## config.mk

```make
export PLATFORM = sky130hd
export DESIGN_NAME = button_events
export DESIGN_NICKNAME = d
export VERILOG_FILES = /design/src/rtl/button_events_pkg.sv /design/src/rtl/button_events.sv
export SDC_FILE = /design/constraint.sdc
export NUM_CORES = 1
export LEC_CHECK = 0
export ABC_AREA = 1
export BUFFER_PORTS_ARGS = -buffer_cell sky130_fd_sc_hd__buf_2
export CAP_MARGIN = 5
export CORE_MARGIN = 4
export CORE_UTILIZATION = 55
export CTS_CLUSTER_DIAMETER = 30
export CTS_CLUSTER_SIZE = 40
export DETAILED_ROUTE_END_ITERATION = 8
export HOLD_SLACK_MARGIN = 0.03
export PLACE_DENSITY = 0.72
export SLEW_MARGIN = 20
export SYNTH_ARGS = -nofsm -noshare
export SYNTH_HDL_FRONTEND = slang
export SYNTH_SLANG_ARGS = --single-unit
export TNS_END_PERCENT = 10
```

## constraint.sdc

```tcl
create_clock -name clk -period 1.9 [get_ports clk]
set_clock_uncertainty 0.2 [all_clocks]
set_input_delay 0.285 -clock clk [delete_from_list [all_inputs] [get_ports clk]]
set_output_delay 0.285 -clock clk [all_outputs]
set_load 0.05 [all_outputs]
```

## src/rtl/button_events_pkg.sv

```systemverilog
// Shared state encoding and helpers for button event decoding.
// The encodings match the other button-facing blocks of the Pong design.
package button_events_pkg;

  typedef enum logic [1:0] {
    ST_WAIT_REL = 2'd0,
    ST_IDLE     = 2'd1,
    ST_PRESSED  = 2'd2,
    ST_HELD     = 2'd3
  } state_e;

  // Button counts as down in both the pre-hold and the held phase.
  function automatic logic is_down(input state_e s);
    return (s == ST_PRESSED) || (s == ST_HELD);
  endfunction

endpackage

```

## src/rtl/button_events.sv

```systemverilog
// Turns a debounced button level into registered one-cycle press, release,
// hold and auto-repeat pulses, plus a registered pressed level.
module button_events
  import button_events_pkg::*;
#(
  parameter int HOLD_CYCLES   = 12_500_000,
  parameter int REPEAT_CYCLES = 2_500_000,
  parameter int CNT_BITS      = 24
) (
  input  logic clk,
  input  logic rst_n,
  input  logic clean,
  output logic press,
  output logic release_p,
  output logic hold,
  output logic repeat_p,
  output logic pressed
);

  localparam logic [CNT_BITS-1:0] HOLD_LAST   = CNT_BITS'(HOLD_CYCLES - 1);
  localparam logic [CNT_BITS-1:0] REPEAT_LAST = CNT_BITS'(REPEAT_CYCLES - 1);
  localparam logic [CNT_BITS-1:0] CNT_ONE     = CNT_BITS'(1);

  state_e              state_q, state_d;
  logic [CNT_BITS-1:0] cnt_q, cnt_d;
  logic                press_q, press_d;
  logic                release_q, release_d;
  logic                hold_q, hold_d;
  logic                repeat_q, repeat_d;
  logic                pressed_q, pressed_d;

  // Next-state, counter and pulse decode; release wins over any threshold.
  always_comb begin
    state_d   = state_q;
    cnt_d     = cnt_q;
    press_d   = 1'b0;
    release_d = 1'b0;
    hold_d    = 1'b0;
    repeat_d  = 1'b0;
    case (state_q)
      ST_WAIT_REL: begin
        if (!clean) begin
          state_d = ST_IDLE;
        end else begin
          state_d = ST_WAIT_REL;
        end
      end
      ST_IDLE: begin
        if (clean) begin
          state_d = ST_PRESSED;
          press_d = 1'b1;
          cnt_d   = '0;
        end else begin
          state_d = ST_IDLE;
        end
      end
      ST_PRESSED: begin
        if (!clean) begin
          state_d   = ST_IDLE;
          release_d = 1'b1;
          cnt_d     = '0;
        end else if (cnt_q == HOLD_LAST) begin
          state_d = ST_HELD;
          hold_d  = 1'b1;
          cnt_d   = '0;
        end else begin
          cnt_d = cnt_q + CNT_ONE;
        end
      end
      ST_HELD: begin
        if (!clean) begin
          state_d   = ST_IDLE;
          release_d = 1'b1;
          cnt_d     = '0;
        end else if (cnt_q == REPEAT_LAST) begin
          repeat_d = 1'b1;
          cnt_d    = '0;
        end else begin
          cnt_d = cnt_q + CNT_ONE;
        end
      end
      default: begin
        state_d = ST_WAIT_REL;
        cnt_d   = '0;
      end
    endcase
    pressed_d = is_down(state_d);
  end

  // State, counter and output registers with synchronous active-low reset.
  always_ff @(posedge clk) begin
    if (!rst_n) begin
      state_q   <= ST_WAIT_REL;
      cnt_q     <= '0;
      press_q   <= 1'b0;
      release_q <= 1'b0;
      hold_q    <= 1'b0;
      repeat_q  <= 1'b0;
      pressed_q <= 1'b0;
    end else begin
      state_q   <= state_d;
      cnt_q     <= cnt_d;
      press_q   <= press_d;
      release_q <= release_d;
      hold_q    <= hold_d;
      repeat_q  <= repeat_d;
      pressed_q <= pressed_d;
    end
  end

  assign press     = press_q;
  assign release_p = release_q;
  assign hold      = hold_q;
  assign repeat_p  = repeat_q;
  assign pressed   = pressed_q;

endmodule
```

==> metrics.txt <==
worst vdd ir=0.000429 V; row count=21; EDFF count, synth=0; setup violators final=0; Most used DFF post-synth=dfxtp_1; Non-Filler Instances=371; post-detail-place hpwl=3590 um; clock-pin slew on the worst setup and hold paths=90 ps; worst rel slew slack=0.687; total wire length=4850 um; initial core utilization=0.569; Distinct cells, synth=31; Synth top area share=0.316; Hold Path Cell Cnt=3; Final Wtd Congestion=0.868; Worst setup EP type=register; count leader, synth=nand2_1; Yosys reg bits=30; crit path kind=register to register; r2r setup slk=100 ps; Yosys top cell by area=dfxtp_1; final hold violation count=0; worst-case reg-to-reg path depth=13; initial antenna violation count=0; sequential share of the synthesized area=0.316; Antenna Nets Post-Route=0; CTS root buf=clkbuf_4; cell area after synthesis=0.00190 mm2; Worst Tran Pin Value=469 ps; leading post-synthesis cells by cell area=dfxtp_1 (32%), nand2_1 (14%), nor2_1 (10%); DR iter-0 viols=183; port buffer count=7; DRC Markers=0; Hold Path Origin=rst_n; Syn Inst Count=301; DIE AREA=0.00446 mm2; GRT Util Overall=0.255; leakage power=0.869 nW; outcome=complete, no violations; first-pass GRT wire length=8490 um; nets=328; WP data arrival=1850 ps; Die X=66.8 um; IO Pins=8; Max Slew Vio Count=0; height of the die=66.8 um; Clock Sinks=30; end of the worst register-to-register path=cnt_q[10]; maxcap violations=0; startpoint type of the worst setup path=register; area delta synth->final=15.9%; diode count=0; synth cell count leaders=nand2_1 (69), nor2_1 (52), inv_1 (33), nand3_1 (32), dfxtp_1 (30); DR WL/cell=13.1 um; 1st-pass router iterations=5; H-Tree Depth=2; syn_nets=305; Hold Path Class=input port to register; largest net degree at the start of global routing=19; required time worst endpoint=1950 ps; layout cell share with drive strength beyond 1=0.222; reg2reg start=cnt_q[1]; Mean Syn Cell Area=6.31 um2; vias per cell=5.24; Clk Latency, worst-skew pair=340 ps; Endpoint, Worst Hold=cnt_q[1]; crit-path max FO=5; PwrDens=553 mW/mm2; fin crit period=1800 ps; CTS max path bufs=2; total gr overflow=0; total power=1.22 mW; Synth async-reset ratio=0; final cycle utilization of the critical path=0.945; Num CTS Buffers=5; CTS tree=done; Yosys warning count=0; number of global-route vias before repair=1,792; Placed Instances=360; core box area=0.00334 mm2; fmax=557 MHz; via count=1,943
==> per-layer routing <==
layer / vias to the layer above / part of all wire / track usage
met4: 0 / 0.020 / 0.0838
met5: - / 0 / 0
met2: 68 / 0.45 / 0.402
met3: 13 / 0.072 / 0.0556
li1: 1001 / - / -
met1: 861 / 0.46 / 0.342
==> logic make-up after synthesis <==
group,count (synthesis),synth area share
flip-flops,30,0.316
adder cells (fa/ha/maj),1,0.00659
AND/OR/NAND/NOR,191,0.468
XOR/XNOR,8,0.0369
AO/OA/AOI/OAI,25,0.0725
buffers and inverters,46,0.0995
==> registers in the layout, summed over array words and instances (netlist names) <==
| register | cells |
|---|---|
| cnt_q | 24 |
| hold | 1 |
| press | 1 |
| pressed | 1 |
| release_p | 1 |
| repeat_p | 1 |
| state_q | 1 |
==> critical path, stage by stage, from the launching register on <==
cell and delay [ps]:
dfxtp_2 380, ha_4 140, nand2_2 70, inv_2 70, nand2_2 60, nor2_4 120, nand3_1 110, nand2_1 100
nand2_2 80, buf_6 140, nand2_2 60, nand3_1 80, nand2_1 70, inv_1 30
==> per-stage QoR <==
stage | utilization | area [um2] | TNS [ps] | setup slack (ps) | hold WS (ps)
detailed placement | 0.615 | 2050 | 0 | 23.0 | 270
floorplan | - | 1900 | 0 | 194 | 267
global route | 0.660 | 2200 | -257 | -39.3 | 88.2
finish | 0.660 | 2200 | 0 | 104 | 67.8
CTS | 0.640 | 2140 | 0 | 6.65 | 68.7
global placement | 0.615 | 2050 | 0 | 95.6 | 267
==> how the worst max path moves through the flow <==
stage                         from        end  slack [ps]  cells after the start
after detailed placement  cnt_q[1]  cnt_q[10]          20                     13
final                     cnt_q[1]  cnt_q[10]         100                     13
after global routing      cnt_q[9]   cnt_q[4]         -40                     10
after floorplan           cnt_q[1]  cnt_q[10]         190                     13
after CTS                 cnt_q[1]  cnt_q[10]           7                     13
after global placement    cnt_q[0]  cnt_q[10]         100                     13
==> power by group <==
group          internal (mW)  switching (mW)
combinational         0.0216          0.0580
sequential             0.631         0.00407
clock                  0.279           0.225
==> final cells by class <==
class	count	area, um2
multi-input cells	225	1150
fillers	308	1130
flip-flops and latches	30	611
repair buffers	24	166
inverters	38	143
well taps	46	57.6
clock buffers	7	45.0
clock inverters	1	30.0
==> layout by cell type (no fill, tap or decap), drive strengths merged, types with 2 or more instances in the layout <==
cell	instances
a21oi	14
inv	38
nand3b	2
nand2	80
o2111ai	2
buf	23
xor2	7
o21ai	7
nand4	8
nor2	62
nand3	33
dfxtp	30
nor3	3
clkbuf	7
==> what timing repair did <==
action	in CTS	in global routing
hold buffers	1	0
buffers inserted	0	1
resized for setup	0	18
setup endpoints to repair	0	21
endpoints found under the hold margin	1	0
No activity file was read; power rests on OpenSTA's default activity.
